==> src/rtl/fpnew_hub_result_arbiter_pkg.sv <==
// Constants and helpers for the HUB result arbiter and its output buffer.
package fpnew_hub_result_arbiter_pkg;

   localparam int unsigned BufDepth = 2;

   function automatic int unsigned idx_width(input int unsigned n);
      return (n > 1) ? $clog2(n) : 1;
   endfunction

endpackage

==> src/rtl/fpnew_pkg.sv <==
// Shared FPnew definitions used by the HUB result path.
// Only the IEEE exception flag bundle is needed here.
package fpnew_pkg;

   typedef struct packed {
      logic NV;
      logic DZ;
      logic OF;
      logic UF;
      logic NX;
   } status_t;

endpackage

==> src/rtl/fpnew_hub_out_buffer.sv <==
// Two-entry result FIFO; head visible the cycle after the first push, reads '0 when empty.
// Pushes while full and pops while empty are ignored; reset beats flush beats push/pop.
module fpnew_hub_out_buffer
   import fpnew_hub_result_arbiter_pkg::*;
#(
   parameter type entry_t = logic
) (
   input  logic       clk,
   input  logic       rst,
   input  logic       flush,
   input  logic       push,
   input  entry_t     push_data,
   input  logic       pop,
   output entry_t     head,
   output logic [1:0] count
);

   entry_t mem [BufDepth];
   logic   rd_ptr;
   logic   wr_ptr;
   logic   wr_en;
   logic   rd_en;

   assign wr_en = push && (count != 2'(BufDepth));
   assign rd_en = pop && (count != 2'd0);

   always_ff @(posedge clk) begin
      if (rst) begin
         mem[0] <= '0;
         mem[1] <= '0;
         rd_ptr <= 1'b0;
         wr_ptr <= 1'b0;
         count  <= 2'd0;
      end else if (flush) begin
         rd_ptr <= 1'b0;
         wr_ptr <= 1'b0;
         count  <= 2'd0;
      end else begin
         if (wr_en) begin
            mem[wr_ptr] <= push_data;
            wr_ptr      <= ~wr_ptr;
         end
         if (rd_en) rd_ptr <= ~rd_ptr;
         case ({wr_en, rd_en})
            2'b10:   count <= count + 2'd1;
            2'b01:   count <= count - 2'd1;
            default: count <= count;
         endcase
      end
   end

   // Stale storage stays behind after a pop, so gate the head when empty.
   assign head = (count != 2'd0) ? mem[rd_ptr] : '0;

endmodule

==> src/rtl/fpnew_hub_result_arbiter.sv <==
// Round-robin merge of per-unit result handshakes into one buffered stream; latency 1 cycle.
// Inputs are granted only while the buffer has room, never combinationally from out_ready_i.
module fpnew_hub_result_arbiter
   import fpnew_hub_result_arbiter_pkg::*;
#(
   parameter int unsigned NumInputs = 2,
   parameter int unsigned Width     = 32,
   parameter type         TagType   = logic,
   localparam int unsigned SrcWidth = idx_width(NumInputs)
) (
   input  logic                                  clk_i,
   input  logic                                  rst_i,
   input  logic [NumInputs-1:0]                  in_valid_i,
   output logic [NumInputs-1:0]                  in_ready_o,
   input  logic [NumInputs-1:0][Width-1:0]       result_i,
   input  fpnew_pkg::status_t [NumInputs-1:0]    status_i,
   input  logic [NumInputs-1:0]                  ext_bit_i,
   input  TagType [NumInputs-1:0]                tag_i,
   input  logic                                  flush_i,
   output logic [Width-1:0]                      result_o,
   output fpnew_pkg::status_t                    status_o,
   output logic                                  extension_bit_o,
   output TagType                                tag_o,
   output logic [SrcWidth-1:0]                   src_o,
   output logic                                  out_valid_o,
   input  logic                                  out_ready_i,
   output logic                                  busy_o
);

   typedef struct packed {
      logic [Width-1:0]    result;
      fpnew_pkg::status_t  status;
      logic                ext_bit;
      TagType              tag;
      logic [SrcWidth-1:0] src;
   } entry_t;

   logic [SrcWidth-1:0]  rr_ptr;
   logic [SrcWidth-1:0]  sel;
   logic [SrcWidth-1:0]  cand;
   logic [NumInputs-1:0] grant;
   logic                 found;
   logic                 can_grant;
   logic                 push;
   logic                 pop;
   logic [1:0]           count;
   entry_t               push_data;
   entry_t               head;

   assign can_grant = (count < 2'(BufDepth)) && !flush_i;

   always_comb begin
      grant = '0;
      sel   = '0;
      cand  = '0;
      found = 1'b0;
      if (can_grant) begin
         for (int unsigned i = 0; i < NumInputs; i++) begin
            cand = SrcWidth'((32'(rr_ptr) + i) % NumInputs);
            if (!found && in_valid_i[cand]) begin
               found       = 1'b1;
               grant[cand] = 1'b1;
               sel         = cand;
            end
         end
      end
   end

   assign in_ready_o = grant & in_valid_i;
   assign push       = |in_ready_o;
   assign pop        = out_valid_o & out_ready_i;

   assign push_data.result  = result_i[sel];
   assign push_data.status  = status_i[sel];
   assign push_data.ext_bit = ext_bit_i[sel];
   assign push_data.tag     = tag_i[sel];
   assign push_data.src     = sel;

   // No push happens during a flush, so the pointer is naturally held then.
   always_ff @(posedge clk_i) begin
      if (rst_i) begin
         rr_ptr <= '0;
      end else if (push) begin
         rr_ptr <= (32'(sel) == NumInputs - 1) ? '0 : sel + SrcWidth'(1);
      end
   end

   fpnew_hub_out_buffer #(
      .entry_t (entry_t)
   ) u_out_buffer (
      .clk       (clk_i),
      .rst       (rst_i),
      .flush     (flush_i),
      .push      (push),
      .push_data (push_data),
      .pop       (pop),
      .head      (head),
      .count     (count)
   );

   assign out_valid_o     = (count != 2'd0);
   assign busy_o          = (count != 2'd0);
   assign result_o        = head.result;
   assign status_o        = head.status;
   assign extension_bit_o = head.ext_bit;
   assign tag_o           = head.tag;
   assign src_o           = head.src;

endmodule

==> config.mk <==
export PLATFORM = sky130hd
export DESIGN_NAME = fpnew_hub_result_arbiter
export DESIGN_NICKNAME = d
export VERILOG_FILES = /design/src/rtl/fpnew_hub_result_arbiter_pkg.sv /design/src/rtl/fpnew_pkg.sv /design/src/rtl/fpnew_hub_out_buffer.sv /design/src/rtl/fpnew_hub_result_arbiter.sv
export SDC_FILE = /design/constraint.sdc
export NUM_CORES = 1
export LEC_CHECK = 0
export ABC_AREA = 1
export CAP_MARGIN = 0
export CORE_AREA = 4 4 135 124
export CTS_BUF_LIST = sky130_fd_sc_hd__clkbuf_4 sky130_fd_sc_hd__clkbuf_8
export DETAILED_ROUTE_END_ITERATION = 8
export DIE_AREA = 0 0 139 128
export HOLD_SLACK_MARGIN = 0.03
export SLEW_MARGIN = 20
export SYNTH_ARGS = -nofsm -noshare
export SYNTH_HDL_FRONTEND = slang
export SYNTH_SLANG_ARGS = --single-unit
export TNS_END_PERCENT = 1
==> constraint.sdc <==
create_clock -name clk_i -period 3.3 [get_ports clk_i]
set_input_delay 0.66 -clock clk_i [delete_from_list [all_inputs] [get_ports clk_i]]
set_output_delay 0.66 -clock clk_i [all_outputs]
set_load 0.05 [all_outputs]
==> metrics.cfg, run 1 <==
[pwr]
power_per_cell_area_nw_per_um2 = 419.0
power.total_mw = 2.590
vdd_drop_max_mv = 0.1771
p_leak_nw = 2.797

[floorplan]
die_area_um2 = 17790
dieWidth_um = 139
core_um2 = 15280
ios = 128
start_util_pct = 29.55
rows = 43
fp.dieH_um = 128

[global_route]
grt_pass1_wl_um = 19780
grt_overflow_total = 0
met3_usage_pct = 3.208
grt-busiest-layer = met2
grt_use_met2_pct = 24.16
antenna_found_initial = 0
grt_pass1_vias = 4080
met1_usage_pct = 17.64
track_usage_pct = 13.94
grt_max_degree = 41

[timing]
max_slew_margin_pct = 66.98
fin_crit_sh_pct = 84.85
slew_violations = 0
rsz0062_at_grt = false
fmax_ghz = 0.3571
fin_setup_tns_ns = 0
skew_ns = 0.006737
min_period_ns = 2.800
final-setup-viol-count = 0
tightest_slew_ns = 0.4937
finalHoldViolations = 0

[synthesis]
async_reset_ff_share_pct = 0
synth-edff-count = 80
yosysMostFrequentCell = nand2_1
synth_nets = 646
yosysTopAreaCellShare_pct = 53.20
yosys-top-cells-area = edfxtp_1, nand2_1, nor2_1
ys_seq_area_share_pct = 55.86
syn_area_um2 = 4516
synth_top_cell_by_area = edfxtp_1
ys_ff_latch = 86
synth_area_per_cell_um2 = 8.049
ys_warn_count = 0
synth-main-ff-cell = edfxtp_1
synth_cell_type_count = 18
synthCells = 561
synth.cells.most_frequent = nand2_1, nor2_1, inv_1, edfxtp_1, a21oi_1

[place]
dp_cells = 866
hpwl_um = 8501
place_congestion = 0.7554
dpl_cell_area_um2 = 5946
io_buffers = 127

[run_status]
status = finished, final reports clean

[final_layout]
drive_above_1_share_pct = 12.22
fin_util_pct = 40.45
area_delta_synth_final_pct = 36.88
diodes = 0
final_net_count = 760
design_area_um2 = 6181
layoutNonFillerInstCount = 881

[worst_hold_path]
hold_path.class = register to register

[clock_network]
post_cts_buffers = 0
cts_buffers = 9
path_clk_slew_ns = 0.08
cts.hold.buffers_added = 0
clock_path_buffers = 2
clockRootBuffer = clkbuf_8
numClockSinks = 86
cts_tree = done
htreeDepth = 3
cts_resized = 0
clk_latency_ns = 0.35

[worst_setup_path]
path_delay_family = buffers and inverters
cp.required_ns = 2.64
critical_path_class = primary input to output port
arrival_ns = 2.14
cp_max_fo = 18
path_buf_inv = 2
crit_path_end_kind = output port
setup.worst_path.start_class = primary input
slowest_delay_ns = 0.48
crit_path_top_delay_cell = clkdlybuf4s50_1
path_cells = clkdlybuf4s50_1 -> nor2_4 -> nand2_1 -> a21oi_1 -> buf_12

[route]
ant_nets = 0
via_per_inst = 4.552
drc_errors = 0
num_vias = 4010
drt-wirelength-per-cell_um = 14.14
drt_first_pass_iters = 4
drt_iter0_markers = 206
wl_um = 12460

[run]
drv_cap = 0

sequential cells by signal, summed over array words and instances, names as in the netlist, named ones only:
| register | flops |
|---|---|
| u_out_buffer.wr_ptr | 1 |
| rr_ptr | 1 |
| u_out_buffer.mem | 80 |
| u_out_buffer.rd_ptr | 1 |
| u_out_buffer.count | 2 |
worst min-delay path, stage by stage, from the launching register on:
cell and delay [ns]:
dfxtp_1 0.32, inv_1 0.09, a21oi_1 0.07
placed cells by master, fill, tap and decap left out:
master           instances
nand2_2                  4
edfxtp_1                80
clkinv_1                 1
nand3_1                  2
o21ai_0                  2
buf_12                   4
nor2_1                  86
buf_4                   53
ha_1                     1
clkinvlp_4               1
nand4_1                 39
clkinv_4                 1
a21oi_1                 45
nor3_1                   1
clkinv_2                 1
nor2_4                   2
nand2_1                166
buf_2                    1
nand3_2                  2
or2_2                    1
inv_1                   84
dfxtp_2                  1
clkbuf_8                 9
dfxtp_1                  5
clkdlybuf4s50_1         84
bufinv_16                3
per-stage QoR:
step | worst slack (ns) | hold slack (ns)
after detailed placement | 0.5247 | 0.4970
after floorplan | 0.7315 | 0.4414
final | 0.5000 | 0.5149
after global placement | 0.5109 | 0.4771
after global routing | 0.4032 | 0.5609
after CTS | 0.5092 | 0.5069
power by group:
group	switching (mW)	total, mW	internal (mW)
Combinational	0.280	0.465	0.184
Sequential	0.0175	1.27	1.25
Clock	0.362	0.860	0.498
Total	0.659	2.59	1.93
routing by layer:
| metal | up-vias | share of wire (%) |
|---|---|---|
| li1 | 2004 | - |
| met1 | 1847 | 44 |
| met2 | 142 | 49 |
| met3 | 17 | 6.3 |
| met4 | 0 | 1.5 |
| met5 | - | 0 |
cell families after synthesis:
kind of cell / after synthesis / synth area share, %
simple gates: 303 / 27.93
flops: 86 / 55.86
buf+inv: 124 / 10.72
fa+ha+maj: 1 / 0.2770
compound gates: 47 / 5.209
cell type report:
cell class / count / area [um2]
Multi-Input combinational cell: 351 / 1526
Inverter: 85 / 319.1
Fill cell: 1565 / 9099
Sequential cell: 86 / 2524
Tap cell: 202 / 252.7
Timing Repair Buffer: 142 / 1324
Clock buffer: 9 / 123.9
Clock inverter: 6 / 111.4
path summary, 6_finish.rpt:
path / endpoint / cells past startpoint / slack, ns / from
max: in_ready_o[0] / 5 / 0.50 / flush_i
max reg2reg: u_out_buffer.mem[1][9] / 6 / 1.38 / u_out_buffer.count[1]
min reg2reg: rr_ptr / 2 / 0.51 / rr_ptr
min: rr_ptr / 2 / 0.51 / rr_ptr
No activity file was read; power rests on OpenSTA's default activity.
==> run 2, diff against run 1 <==
clock period = 2.8 ns   (was 3.3 ns; I/O delays follow)
==> run 2 against run 1 <==
  * Worst setup slack lost 0.13 ns
  * Largest cell class unchanged
  * Via count fell by 1.1%
  * Register-to-register slack got worse by 0.41 ns
  * Sequential power is 17% higher
==> metrics.cfg, run 2 (same netlist as run 1, synthesis figures left out) <==
[global_route]
grt_pass1_vias = 3938
grt_overflow_total = 0
antenna_found_initial = 0
grt_max_degree = 43
grt_pass1_wl_um = 19420
track_usage_pct = 13.66

[place]
io_buffers = 127
place_ws_ns = 0.3538
hpwl_um = 8354
dp_cells = 866
dpl_cell_area_um2 = 5958
place_congestion = 0.7360

[timing]
final-setup-viol-count = 0
setup_slack_ns = 0.3738
fmax_ghz = 0.4122
finalHoldViolations = 0
max_slew_margin_pct = 66.87
min_period_ns = 2.426
fin_crit_sh_pct = 86.65
tightest_slew_ns = 0.4955
skew_ns = 0.009577
fin_setup_tns_ns = 0
slew_violations = 0
hold_slack_ns = 0.4966
rsz0062_at_grt = false

[clock_network]
path_clk_slew_ns = 0.08
post_cts_buffers = 0
clk_latency_ns = 0.35
cts_tree = done
cts.hold.buffers_added = 0
cts_resized = 0
numClockSinks = 86
htreeDepth = 3
cts_buffers = 9
clockRootBuffer = clkbuf_8
clock_path_buffers = 2

[worst_setup_path]
critical_path_class = register to output port
r2r_start = u_out_buffer.count[1]
setup.worst_path.start_class = register
arrival_ns = 1.87
crit_path_end_kind = output port
cp.required_ns = 2.24
startpoint = u_out_buffer.count[1]
cp_max_fo = 4

[route]
num_vias = 3964
wl_um = 12370
via_per_inst = 4.499
drt-wirelength-per-cell_um = 14.04
drt_first_pass_iters = 4
drt_iter0_markers = 238
drc_errors = 0
ant_nets = 0

[run]
drv_cap = 0

[floorplan]
start_util_pct = 29.55
ios = 128
core_um2 = 15280
rows = 43
die_area_um2 = 17790
dieWidth_um = 139
fp.dieH_um = 128

[final_layout]
reg_top3 = u_out_buffer.mem: 80 flops, u_out_buffer.count: 2 flops
multi_input_area_um2 = 1526
final_net_count = 760
largest_reg_flops = 80
seqCellArea_um2 = 2524
area_delta_synth_final_pct = 35.74
final_common_cell = nand2_1
diodes = 0
drive_above_1_share_pct = 12.22
nFillCells = 1550
top_register = u_out_buffer.mem
design_area_um2 = 6130
layout_common_cells = nand2_1, nor2_1, inv_1, clkdlybuf4s50_1, edfxtp_1
layoutNonFillerInstCount = 881
fin_util_pct = 40.12

[pwr]
p_leak_nw = 2.762
power.total_mw = 2.812
switching_share_pct = 28.40
comb_power_share_pct = 19.6
power_frac_seq_pct = 53.0
p_sw_mw = 0.7984
clkPwrFrac_pct = 27.4
internal_power_mw = 2.013
power_per_cell_area_nw_per_um2 = 458.7
vdd_drop_max_mv = 0.1789

[run_status]
status = finished, final reports clean

[worst_hold_path]
hold_path.class = register to register
worstHoldStart = rr_ptr

## run 2: path summary, 6_finish.rpt
check / to / slack (ns) / cells after the start
hold / removal: rr_ptr / 0.50 / 2
hold reg to reg: rr_ptr / 0.50 / 2
setup reg to reg: u_out_buffer.count[1] / 0.97 / 8
setup / recovery: busy_o / 0.37 / 3
## run 2: critical path, cell delays in order, from the launching register on
cell	delay, ns
dfxtp_1	0.50
nor2_4	0.10
inv_1	0.11
clkdlybuf4s50_1	0.81
## run 2: cell type report
class | count | area share [%]
clock buffer | 9 | 2.021
clock inverter | 6 | 0.7757
multi-input combinational | 351 | 24.90
timing repair buffer | 142 | 21.80
inverter | 85 | 5.205
sequential | 86 | 41.17
tap | 202 | 4.123
## run 2: layer usage
| layer | GRT usage, % | vias to the layer above | share of wire (%) |
|---|---|---|---|
| met2 | 23.45 | 120 | 48 |
| li1 | - | 2008 | - |
| met5 | 0 | - | 0 |
| met4 | 3.567 | 0 | 1.1 |
| met3 | 3.096 | 14 | 5.5 |
| met1 | 17.54 | 1822 | 45 |
## run 2: power by group through the flow
stage | clock network, mW | registers (mW) | logic [mW]
after floorplan | 0 | 1.52 | 0.306
final | 0.770 | 1.49 | 0.552
after global routing | 0.843 | 1.50 | 0.604
after global placement | 0 | 1.52 | 0.551
after detailed placement | 0 | 1.52 | 0.559
after CTS | 0.791 | 1.49 | 0.561
